===== config.mk =====
export PLATFORM = sky130hd
export DESIGN_NAME = oh_fifo_rr_sched_flat
export DESIGN_NICKNAME = d
export VERILOG_FILES = /design/src/rtl/oh_fifo_rr_sched_if.sv /design/src/rtl/oh_fifo_rr_sched.sv /design/src/flat_wrapper.sv
export SDC_FILE = /design/constraint.sdc
export NUM_CORES = 1
export LEC_CHECK = 0
export CORE_AREA = 2 2 209 211
export DETAILED_ROUTE_END_ITERATION = 10
export DIE_AREA = 0 0 211 213
export SLEW_MARGIN = 10
export SYNTH_ARGS = -nofsm -noshare
export SYNTH_HDL_FRONTEND = slang
export SYNTH_SLANG_ARGS = --single-unit
export TNS_END_PERCENT = 30

===== constraint.sdc =====
create_clock -name clk -period 18.9 [get_ports clk]
set_input_delay 5.67 -clock clk [delete_from_list [all_inputs] [get_ports clk]]
set_output_delay 5.67 -clock clk [all_outputs]
set_load 0.01 [all_outputs]

===== src/rtl/oh_fifo_rr_sched_if.sv =====
// Bundle of FIFO-bank read signals and the tagged valid/wait output stream
// shared by the round-robin read scheduler and its environment.
interface oh_fifo_rr_sched_if #(
    parameter int N   = 4,
    parameter int DW  = 104,
    parameter int IDW = 2
);
    logic [N-1:0]    fifo_empty;
    logic [N*DW-1:0] fifo_dout;
    logic [N-1:0]    fifo_rd_en;
    logic            out_valid;
    logic [DW-1:0]   out_data;
    logic [IDW-1:0]  out_src;
    logic            out_wait;
    logic            busy;

    modport master (
        input  fifo_empty, fifo_dout, out_wait,
        output fifo_rd_en, out_valid, out_data, out_src, busy
    );

    modport slave (
        output fifo_empty, fifo_dout, out_wait,
        input  fifo_rd_en, out_valid, out_data, out_src, busy
    );
endinterface


===== src/rtl/oh_fifo_rr_sched.sv =====
// Round-robin read scheduler with burst lock: one read per cycle from N FIFOs
// into a 2-entry output buffer presented as a source-tagged valid/wait stream.
module oh_fifo_rr_sched #(
    parameter int N     = 4,
    parameter int DW    = 104,
    parameter int IDW   = 2,
    parameter int BURST = 4
) (
    input  logic                clk,
    input  logic                nreset,
    oh_fifo_rr_sched_if.master  io_bus
);
    typedef enum logic {S_IDLE, S_LOCK} state_t;

    state_t         r_state, w_state_nxt;
    logic [IDW-1:0] r_ptr, w_ptr_nxt;
    logic [IDW-1:0] r_owner, w_owner_nxt;
    logic [7:0]     r_cnt, w_cnt_nxt;
    logic [IDW-1:0] r_src_d;
    logic           r_pend;
    logic [1:0]     r_buf_cnt;
    logic [DW-1:0]  r_buf_data [2];
    logic [IDW-1:0] r_buf_src  [2];

    logic [N-1:0]   w_req;
    logic [N-1:0]   w_rot;
    logic           w_found;
    logic [IDW-1:0] w_sel;
    logic [IDW-1:0] w_grant;
    logic           w_issue;
    logic           w_pop;
    logic           w_push;
    logic           w_room;
    logic [2:0]     w_occ;
    logic [1:0]     w_wr_pos;
    logic [DW-1:0]  w_cap;

    function automatic logic [IDW-1:0] add_mod(input logic [IDW-1:0] a, input int b);
        int s;
        s = int'(a) + b;
        if (s >= N) s = s - N;
        return IDW'(s);
    endfunction

    assign w_req    = ~io_bus.fifo_empty;
    assign w_pop    = io_bus.out_valid & ~io_bus.out_wait;
    assign w_push   = r_pend;
    assign w_occ    = {1'b0, r_buf_cnt} + {2'b00, r_pend};
    assign w_room   = (w_occ - {2'b00, w_pop}) < 3'd2;
    assign w_wr_pos = r_buf_cnt - {1'b0, w_pop};

    // Rotate requests so bit 0 is the pointer position; first set bit wins.
    assign w_rot = N'({w_req, w_req} >> r_ptr);

    always_comb begin
        w_found = 1'b0;
        w_sel   = r_ptr;
        for (int i = 0; i < N; i++) begin
            if (!w_found && w_rot[i]) begin
                w_found = 1'b1;
                w_sel   = add_mod(r_ptr, i);
            end
        end
    end

    // NOTE: every output of this block gets a default first, so no path can
    // leave a variable unassigned and infer a latch.
    always_comb begin
        w_state_nxt = r_state;
        w_owner_nxt = r_owner;
        w_cnt_nxt   = r_cnt;
        w_ptr_nxt   = r_ptr;
        w_issue     = 1'b0;
        w_grant     = w_sel;
        case (r_state)
            S_IDLE: begin
                if (w_found && w_room) begin
                    w_issue = 1'b1;
                    if (BURST == 1) begin
                        w_ptr_nxt = add_mod(w_sel, 1);
                    end else begin
                        w_state_nxt = S_LOCK;
                        w_owner_nxt = w_sel;
                        w_cnt_nxt   = 8'd1;
                    end
                end
            end
            S_LOCK: begin
                w_grant = r_owner;
                if (w_room) begin
                    if (w_req[r_owner]) begin
                        w_issue   = 1'b1;
                        w_cnt_nxt = r_cnt + 8'd1;
                        if (r_cnt + 8'd1 == 8'(BURST)) begin
                            w_state_nxt = S_IDLE;
                            w_ptr_nxt   = add_mod(r_owner, 1);
                        end
                    end else begin
                        // Owner ran dry: give up the rest of the burst.
                        w_state_nxt = S_IDLE;
                        w_ptr_nxt   = add_mod(r_owner, 1);
                    end
                end
            end
            default: w_state_nxt = S_IDLE;
        endcase
    end

    always_comb begin
        w_cap = '0;
        for (int k = 0; k < N; k++) begin
            if (r_src_d == IDW'(k)) w_cap = io_bus.fifo_dout[k*DW +: DW];
        end
    end

    // NOTE: sequential state uses non-blocking assignments so every register
    // samples pre-edge values regardless of statement order.
    always_ff @(posedge clk) begin
        if (!nreset) begin
            r_state   <= S_IDLE;
            r_ptr     <= '0;
            r_owner   <= '0;
            r_cnt     <= '0;
            r_src_d   <= '0;
            r_pend    <= 1'b0;
            r_buf_cnt <= '0;
            // NOTE: the buffer storage is reset because its head drives
            // out_data, which must read zero out of reset.
            for (int i = 0; i < 2; i++) begin
                r_buf_data[i] <= '0;
                r_buf_src[i]  <= '0;
            end
        end else begin
            r_state   <= w_state_nxt;
            r_ptr     <= w_ptr_nxt;
            r_owner   <= w_owner_nxt;
            r_cnt     <= w_cnt_nxt;
            r_pend    <= w_issue;
            if (w_issue) r_src_d <= w_grant;
            r_buf_cnt <= r_buf_cnt + {1'b0, w_push} - {1'b0, w_pop};
            if (w_pop) begin
                r_buf_data[0] <= r_buf_data[1];
                r_buf_src[0]  <= r_buf_src[1];
            end
            // Later assignment wins when the push lands in the slot being shifted into.
            if (w_push) begin
                r_buf_data[w_wr_pos[0]] <= w_cap;
                r_buf_src[w_wr_pos[0]]  <= r_src_d;
            end
        end
    end

    assign io_bus.fifo_rd_en = (w_issue && nreset) ? ({{(N-1){1'b0}}, 1'b1} << w_grant) : '0;
    assign io_bus.out_valid  = (r_buf_cnt != 2'd0);
    assign io_bus.out_data   = r_buf_data[0];
    assign io_bus.out_src    = r_buf_src[0];
    assign io_bus.busy       = r_pend | (r_buf_cnt != 2'd0);
endmodule


===== src/flat_wrapper.sv =====
// flat-port wrapper written by rule: the top's interface ports become plain ports
module oh_fifo_rr_sched_flat 
#(
    parameter int N     = 4,
    parameter int DW    = 104,
    parameter int IDW   = 2,
    parameter int BURST = 4
)
  (clk, nreset, io_bus_fifo_empty, io_bus_fifo_dout, io_bus_out_wait, io_bus_fifo_rd_en, io_bus_out_valid, io_bus_out_data, io_bus_out_src, io_bus_busy);
  oh_fifo_rr_sched_if #(.N(N), .DW(DW), .IDW(IDW)) io_bus_i ();
  input  logic clk;
  input  logic nreset;
  input wire logic [$bits(io_bus_i.fifo_empty)-1:0] io_bus_fifo_empty;
  input wire logic [$bits(io_bus_i.fifo_dout)-1:0] io_bus_fifo_dout;
  input wire logic [$bits(io_bus_i.out_wait)-1:0] io_bus_out_wait;
  output wire logic [$bits(io_bus_i.fifo_rd_en)-1:0] io_bus_fifo_rd_en;
  output wire logic [$bits(io_bus_i.out_valid)-1:0] io_bus_out_valid;
  output wire logic [$bits(io_bus_i.out_data)-1:0] io_bus_out_data;
  output wire logic [$bits(io_bus_i.out_src)-1:0] io_bus_out_src;
  output wire logic [$bits(io_bus_i.busy)-1:0] io_bus_busy;
  assign io_bus_i.fifo_empty = io_bus_fifo_empty;
  assign io_bus_i.fifo_dout = io_bus_fifo_dout;
  assign io_bus_i.out_wait = io_bus_out_wait;
  assign io_bus_fifo_rd_en = io_bus_i.fifo_rd_en;
  assign io_bus_out_valid = io_bus_i.out_valid;
  assign io_bus_out_data = io_bus_i.out_data;
  assign io_bus_out_src = io_bus_i.out_src;
  assign io_bus_busy = io_bus_i.busy;
  oh_fifo_rr_sched #(.N(N), .DW(DW), .IDW(IDW), .BURST(BURST)) u_core (.clk(clk), .nreset(nreset), .io_bus(io_bus_i));
endmodule

==> results of run 1 <==
## routing by layer
metal	part of all wire (%)	wire [microns]	up-vias	global-route usage [%]
li1	-	-	4549	-
met1	38	15430	4654	20.42
met2	51	20720	409	31.16
met3	8.4	3426	59	4.957
met4	2.3	939	8	4.153
met5	0.15	60	-	0
## how the worst max path moves through the flow
stage,end,slack [ns],cells past startpoint
floorplan,u_core.r_buf_data[1][0],4.81,3
detailed placement,io_bus_fifo_rd_en[0],4.48,12
global placement,io_bus_fifo_rd_en[0],4.58,12
CTS,io_bus_fifo_rd_en[0],4.45,12
global route,io_bus_fifo_rd_en[0],4.21,12
finish,io_bus_fifo_rd_en[0],4.45,12
## power by group through the flow
stage          registers (mW)  clock network, mW  logic [mW]
3_3_place_gp            0.749                  0       0.748
4_1_cts                 0.743              0.528       0.752
6_report                0.741              0.510       0.736
5_1_grt                 0.755              0.545       0.794
2_1_floorplan           0.777                  0       0.348
3_5_place_dp            0.752                  0       0.749
## kinds of logic (layout without fill, tap and decap cells)
logic type	after synthesis	after routing	share of synthesized area, %
AOI/OAI and AO/OA	43	43	2.417
xor gates and xnor gates	5	5	0.3615
DFF	230	230	55.52
and+or+nand+nor	484	484	19.01
adders and majority gates	4	4	0.4751
muxes	107	107	19.69
buffers and inverters	77	599	2.520
## flip-flops by register name (all words and copies together) (netlist names)
| name | count |
|---|---|
| u_core.r_buf_data | 208 |
| u_core.r_cnt | 8 |
| u_core.r_buf_src | 4 |
| u_core.r_buf_cnt | 2 |
| u_core.r_owner | 2 |
| u_core.r_ptr | 2 |
| u_core.r_src_d | 2 |
| u_core.r_pend | 1 |
| u_core.r_state | 1 |
## area by class of cell
cell class	count	area [sq um]
Fill cell	3940	23830
Tap cell	546	683.2
Sequential cell	230	6734
Multi-Input combinational cell	643	5130
Clock inverter	15	126.4
Inverter	5	18.77
Timing Repair Buffer	545	5428
Clock buffer	34	742.0
## cell usage in the layout (no fill, tap or decap), types with 7 or more instances in the layout
master / instances
sky130_fd_sc_hd__edfxtp_1: 212
sky130_fd_sc_hd__clkinv_2: 7
sky130_fd_sc_hd__and2_1: 110
sky130_fd_sc_hd__buf_4: 11
sky130_fd_sc_hd__nand3_1: 112
sky130_fd_sc_hd__o21ai_0: 9
sky130_fd_sc_hd__clkdlybuf4s50_1: 534
sky130_fd_sc_hd__a21oi_1: 9
sky130_fd_sc_hd__mux4_2: 105
sky130_fd_sc_hd__dfxtp_1: 16
sky130_fd_sc_hd__nor2_1: 15
sky130_fd_sc_hd__clkbuf_16: 27
sky130_fd_sc_hd__nand2_1: 221
## through the flow
stage / utilization, % / setup WS (ns) / cell area [sq um] / cells / hold WS (ns)
2_1_floorplan: - / 4.814 / 12120 / 950 / 0.4692
3_3_place_gp: 42.14 / 4.578 / 17990 / 1969 / 0.4960
3_5_place_dp: 42.14 / 4.480 / 17990 / 1969 / 0.5092
4_1_cts: 44.18 / 4.448 / 18860 / 2018 / 0.5157
5_1_grt: 44.18 / 4.209 / 18860 / 2018 / 0.5516
6_report: 44.18 / 4.446 / 18860 / 2018 / 0.5150
## worst reg2reg max path, delay by kind of cell (launching register included)
| family | cells | cell delay [ns] |
|---|---|---|
| flip-flops | 1 | 0.36 |
| AO/OA/AOI/OAI | 1 | 0.55 |
| buffers and inverters | 1 | 0.73 |
| AND/OR/NAND/NOR | 3 | 1.64 |
==> qor_table.md, run 1 <==
| Item | This run | Unit |
|:---|:---|:---|
| Port Buf Inserts | 534 | - |
| Summed negative setup slack over all endpoints | 0 | ns |
| Top-level I/O count | 535 | - |
| Type of element capturing the critical path | output port | - |
| Starting Density | 28.38 | % |
| Max-cap check violation count | 0 | - |
| PostCTS Resize Cnt | 0 | - |
| Layout net count | 1879 | - |
| Detailed-route via count | 9679 | - |
| Crit path arrival time | 8.78 | ns |
| Maximum vdd drop | 0.00004213 | V |
| Count of buffering cells on the critical path with inverters included | 3 | - |
| Count of endpoints failing hold in the final timing report | 0 | - |
| Total CTS buffers | 27 | - |
| Critical Path, Cell by Cell | clkdlybuf4s50_1, nor2_1, xor2_1, ha_1, inv_1, fa_1, xnor2_1, o211ai_1, nor3_1, nand2_1, nor2_1, clkdlybuf4s50_1 | - |
| Layout Area Growth over Synthesis | 55.68 | % |
| Reg-to-reg setup timing slack | 15.21 | ns |
| Routed Wire Length | 40570 | microns |
| Final number of setup-violating endpoints | 0 | - |
| Number of remaining DRC errors | 0 | - |
| Worst Hold Path Cells | 2 | - |
| Detailed-placement wirelength estimate | 29220 | microns |
| Crit path kind | in -> out | - |
| Unique masters post-synth | 48 | - |
| Count of cells along the worst register-to-register path | 5 | - |
| Area of the mapped netlist | 12120 | sq um |
| Library cell used as clock root buffer | sky130_fd_sc_hd__clkbuf_16 | - |
| Post-Syn Area per Cell | 12.75 | sq um |
| Top-area cell type share of the netlist area | 52.55 | % |
| Antenna diode count | 0 | - |
| Global-route wire length before repair | 59620 | microns |
| Switching power as a share of total power | 30.90 | % |
| Number of post-CTS setup repair buffers | 0 | - |
| Reg clk slew, reported paths | 0.06 | ns |
| Worst setup startpoint | io_bus_out_wait | - |
| Die Width | 211 | microns |
| Required time of the critical path | 13.23 | ns |
| Kind of cell with the highest combined delay on the critical path | buffers and inverters | - |
| Unrepaired setup endpoints after global routing | no | - |
| Commonest register cell after synthesis | sky130_fd_sc_hd__edfxtp_1 | - |
| Worst-case hold path end point | u_core.r_cnt[4] | - |
| Sequential cell area fraction in the yosys report | 55.52 | % |
| Overall Power | 1.987 | mW |
| Number of core rows | 76 | - |
| Period Utilization, post-route | 76.48 | % |
| Clock tree from TritonCTS | built | - |
| FF-to-FF End | u_core.r_buf_data[0][77] | - |
| Yosys warning count | 0 | - |
| Number of enable flip-flop cells after synthesis | 212 | - |
| Critical hold path startpoint | u_core.r_cnt[4] | - |
| Status | finished, final reports clean | - |
| Sw power | 0.6140 | mW |
| Worst Max-Slew Pin Slew | 1.088 | ns |
| Beginning of the worst register-to-register path | u_core.r_buf_cnt[1] | - |
| Height of the die | 213 | microns |
| Synth cell count leaders | 221 x sky130_fd_sc_hd__nand2_1, 212 x sky130_fd_sc_hd__edfxtp_1, 113 x sky130_fd_sc_hd__nand3_1, 110 x sky130_fd_sc_hd__and2_1, 105 x sky130_fd_sc_hd__mux4_2 | - |
| Remaining number of nets flagged by the antenna check after routing | 0 | - |
| Synth Net Count | 1377 | - |
| CP peak stage delay | 0.56 | ns |
| Min cycle time layout | 14.45 | ns |
| Routability-driven placement congestion ratio | 0.7541 | - |
| Core area | 42700 | sq um |
| Detailed router's first-iteration violation count | 647 | - |
| GRT Resource Usage Total | 17.35 | % |
| Register bit count reported by yosys | 230 | - |
| Total die area | 44940 | sq um |
| Clock latency of the later-clocked register in the worst-skew pair | 0.53 | ns |
| Pin count of the biggest net entering global routing | 107 | - |
| Initial antenna violation count | 4 | - |
| H-tree lvl count | 1 | - |
| Count of mapped cells out of synthesis | 950 | - |
| Final max-slew violation count | 0 | - |
| Clock share of power | 25.7 | % |
| Setup Skew | 0.009054 | ns |
| Routed vias/inst | 4.796 | - |
| Sequential share of power | 37.3 | % |
| Internal power | 1.373 | mW |
| Clk sink count | 230 | - |
| Worst Setup Start Kind | input port | - |
| Number of buffers inserted by hold repair at cts | 0 | - |
| Cell leakage power | 6.951 | nW |
| Share of final-layout standard cells stronger than drive strength 1 | 11.75 | % |
| Worst path slowest cell | sky130_fd_sc_hd__clkdlybuf4s50_1 | - |
| Number of global-route vias before repair | 10110 | - |
| Share of flip-flops with an asynchronous set or reset after synthesis | 0 | % |
| Top-count cell post-synth | sky130_fd_sc_hd__nand2_1 | - |
| Power density cells | 105.3 | nW/um^2 |
| Ranking of synthesized cells by area | sky130_fd_sc_hd__edfxtp_1 53%, sky130_fd_sc_hd__mux4_2 20%, sky130_fd_sc_hd__nand2_1 6.8% | - |
| Highest Clock Rate | 0.06918 | GHz |
| Critical-path maximum fanout | 5 | - |
| Kind of path behind the tightest hold check | reg -> reg | - |
| Comb pwr share | 37.1 | % |
| TritonRoute pass-1 iters | 6 | - |
| Final routed wire length divided by cell count | 20.10 | microns |
| Relative slew slack | 27.49 | % |
| Cell taking the most area after synthesis | sky130_fd_sc_hd__edfxtp_1 | - |
| Clock tree buffer depth | 3 | - |
| GRT overflow | 0 | - |
No activity file was read; power rests on OpenSTA's default activity.
==> inputs of run 2 (changes only) <==
--- a/config.mk
+++ b/config.mk
@@ -5,9 +5,9 @@
 export SDC_FILE = /design/constraint.sdc
 export NUM_CORES = 1
 export LEC_CHECK = 0
-export CORE_AREA = 2 2 209 211
+export CORE_AREA = 2 2 210 212
 export DETAILED_ROUTE_END_ITERATION = 10
-export DIE_AREA = 0 0 211 213
+export DIE_AREA = 0 0 212 214
 export SLEW_MARGIN = 10
 export SYNTH_ARGS = -nofsm -noshare
 export SYNTH_HDL_FRONTEND = slang
==> constraint.sdc (replaced) <==
create_clock -name clk -period 15 [get_ports clk]
set_input_delay 4.5 -clock clk [delete_from_list [all_inputs] [get_ports clk]]
set_output_delay 4.5 -clock clk [all_outputs]
set_load 0.01 [all_outputs]
==> qor_table.md, run 2 (synthesis gave the netlist of run 1 again) <==
| Item | This run | Unit | Delta |
|:---|:---|:---|:---|
| Status | finished, final reports clean | - | unchanged |
| Beginning of the worst register-to-register path | u_core.r_buf_cnt[1] | - | unchanged |
| Most common cell after layout, fill and taps aside | sky130_fd_sc_hd__clkdlybuf4s50_1 | - | unchanged |
| Detailed-placement wirelength estimate | 29100 | microns | was 29220 microns |
| Relative slew slack | 33.23 | % | was 27.49% |
| FF-to-FF End | u_core.r_buf_data[0][68] | - | was u_core.r_buf_data[0][77] |
| Die Width | 212 | microns | was 211 microns |
| Final routed wire length divided by cell count | 19.40 | microns | was 20.10 microns |
| Worst Setup Start Kind | input port | - | unchanged |
| Worst Max-Slew Pin Slew | 0.9992 | ns | was 1.088 ns |
| Final core utilization | 44.05 | % | was 44.18% |
| H-tree lvl count | 1 | - | unchanged |
| CP peak stage delay | 0.54 | ns | was 0.56 ns |
| Critical-path maximum fanout | 5 | - | unchanged |
| Max-cap check violation count | 0 | - | unchanged |
| Design area | 18890 | sq um | was 18860 sq um |
| GRT overflow | 0 | - | unchanged |
| Layout Area Growth over Synthesis | 55.93 | % | was 55.68% |
| Port Buf Inserts | 534 | - | unchanged |
| Crit path kind | in -> out | - | unchanged |
| Worst path slowest cell | sky130_fd_sc_hd__clkdlybuf4s50_1 | - | unchanged |
| Number of global-route vias before repair | 10420 | - | was 10110 |
| Clock tree buffer depth | 3 | - | unchanged |
| Height of the die | 214 | microns | was 213 microns |
| Routed vias/inst | 4.719 | - | was 4.796 |
| Clock tree from TritonCTS | built | - | unchanged |
| Initial antenna violation count | 0 | - | was 4 |
| Summed negative setup slack over all endpoints | 0 | ns | unchanged |
| Total CTS buffers | 27 | - | unchanged |
| Clock latency of the later-clocked register in the worst-skew pair | 0.54 | ns | was 0.53 ns |
| Detailed-route via count | 9707 | - | was 9679 |
| Reg clk slew, reported paths | 0.05 | ns | was 0.06 ns |
| Most flop-heavy register | u_core.r_buf_data | - | unchanged |
| Count of cells along the worst register-to-register path | 5 | - | unchanged |
| Switching power as a share of total power | 30.99 | % | was 30.90% |
| GRT Resource Usage Total | 17.11 | % | was 17.35% |
| Detailed router's first-iteration violation count | 530 | - | was 647 |
| Cell leakage power | 6.938 | nW | was 6.951 nW |
| Remaining number of nets flagged by the antenna check after routing | 0 | - | unchanged |
| Crit path arrival time | 7.62 | ns | was 8.78 ns |
| Placed inst area | 18040 | sq um | was 17990 sq um |
| Type of element capturing the critical path | output port | - | unchanged |
| Worst setup startpoint | io_bus_out_wait | - | unchanged |
| Worst-case hold path end point | u_core.r_cnt[4] | - | unchanged |
| Unrepaired setup endpoints after global routing | no | - | unchanged |
| Final max-slew violation count | 0 | - | unchanged |
| Global-route wire length before repair | 60400 | microns | was 59620 microns |
| Min cycle time layout | 12.12 | ns |  |
| Library cell used as clock root buffer | sky130_fd_sc_hd__clkbuf_16 | - | unchanged |
| Top-level I/O count | 535 | - | unchanged |
| Required time of the critical path | 10.50 | ns | was 13.23 ns |
| Layout net count | 1879 | - | unchanged |
| Routed Wire Length | 39910 | microns | was 40570 microns |
| Setup Skew | 0.008478 | ns | was 0.009054 ns |
| Number of buffers inserted by hold repair at cts | 0 | - | unchanged |
| Number of post-CTS setup repair buffers | 0 | - | unchanged |
| Number of core rows | 76 | - | unchanged |
| Power density cells | 131.8 | nW/um^2 | was 105.3 nW/um^2 |
| Worst Hold Path Cells | 2 | - | unchanged |
| Sequential share of power | 37.6 | % | was 37.3% |
| Starting Density | 28.25 | % | was 28.38% |
| Critical hold path startpoint | u_core.r_cnt[4] | - | unchanged |
| Total die area | 45370 | sq um | was 44940 sq um |
| Largest regs | u_core.r_buf_data (208), u_core.r_cnt (8), u_core.r_buf_src (4) | - | unchanged |
| Core area | 42890 | sq um | was 42700 sq um |
| Pin count of the biggest net entering global routing | 63 | - | was 107 |
| Final number of setup-violating endpoints | 0 | - | unchanged |
| PostCTS Resize Cnt | 0 | - | unchanged |
| Critical Path, Cell by Cell | clkdlybuf4s50_1, nor2_1, xor2_1, ha_1, inv_1, fa_1, xnor2_1, o211ai_1, nor3_1, nand2b_1, nor2_1, clkdlybuf4s50_1 | - | was clkdlybuf4s50_1, nor2_1, xor2_1, ha_1, inv_1, fa_1, xnor2_1, o211ai_1, nor3_1, nand2_1, nor2_1, clkdlybuf4s50_1 |
| Highest Clock Rate | 0.08250 | GHz |  |
| Clk sink count | 230 | - | unchanged |
| Routability-driven placement congestion ratio | 0.8457 | - | was 0.7541 |
| Setup slack after placement | 2.930 | ns | was 4.480 ns |
| Highest-count cells in the layout ignoring fill and taps | 534 x sky130_fd_sc_hd__clkdlybuf4s50_1, 221 x sky130_fd_sc_hd__nand2_1, 212 x sky130_fd_sc_hd__edfxtp_1 | - | unchanged |
| Post-route worst setup slack | 2.879 | ns | was 4.446 ns |
| Number of remaining DRC errors | 0 | - | unchanged |
| TritonRoute pass-1 iters | 5 | - | was 6 |
| Clock share of power | 25.4 | % | was 25.7% |
| Reg-to-reg setup timing slack | 11.29 | ns | was 15.21 ns |
| Comb pwr share | 37.0 | % | was 37.1% |
| Max FFs per register | 208 | - | unchanged |
| Kind of path behind the tightest hold check | reg -> reg | - | unchanged |
| Share of final-layout standard cells stronger than drive strength 1 | 11.41 | % | was 11.75% |
| Antenna diode count | 0 | - | unchanged |
| Internal power | 1.719 | mW | was 1.373 mW |
| Sw power | 0.7716 | mW | was 0.6140 mW |
| Count of endpoints failing hold in the final timing report | 0 | - | unchanged |
| Maximum vdd drop | 0.00006074 | V | was 0.00004213 V |
| Period Utilization, post-route | 80.81 | % |  |
[run 2: worst max path at each step]
stage	endpoint	slack, ns	depth (start not counted)
final	io_bus_fifo_rd_en[3]	2.88	12
after global routing	io_bus_fifo_rd_en[1]	2.54	12
after CTS	io_bus_fifo_rd_en[2]	2.90	12
after detailed placement	io_bus_fifo_rd_en[3]	2.93	12
after global placement	io_bus_fifo_rd_en[2]	3.00	12
after floorplan	u_core.r_buf_data[1][0]	2.08	3
[run 2: power by group through the flow]
stage	Clock [mW]	Combinational (mW)	Sequential (mW)
after detailed placement	0	0.940	0.951
after global placement	0	0.935	0.945
after CTS	0.654	0.944	0.939
final	0.632	0.922	0.936
after floorplan	0	0.439	0.979
after global routing	0.682	0.997	0.952
[run 2: area by class of cell]
cell class	count	area [sq um]
flip-flops and latches	230	6734
repair buffers	545	5428
clock buffers	36	760.7
well taps	585	732.0
clock inverters	13	88.84
inverters	5	18.77
multi-input cells	643	5130
fillers	4011	23990
[run 2: metal layers]
metal / track usage [%] / vias up / share of wire [%]
met5: 0 / - / 0
li1: - / 4546 / -
met3: 4.398 / 45 / 8.4
met4: 3.615 / 0 / 1.6
met1: 20.16 / 4717 / 39
met2: 31.08 / 399 / 51
[run 2: stage by stage]
step | std cells | hold slack (ns) | power, mW
after floorplan | 950 | 0.4692 | 1.418
after global placement | 2008 | 0.4958 | 1.880
after detailed placement | 2008 | 0.4987 | 1.892
after CTS | 2057 | 0.5061 | 2.537
after global routing | 2057 | 0.5303 | 2.631
final | 2057 | 0.5072 | 2.490
[run 2: worst max-delay path: cells and delay by family]
family / cells / cell delay (ns)
buffers and inverters: 3 / 1.09
AOI/OAI and AO/OA: 1 / 0.21
xor gates and xnor gates: 2 / 0.50
adders and majority gates: 2 / 0.57
and+or+nand+nor: 4 / 0.75
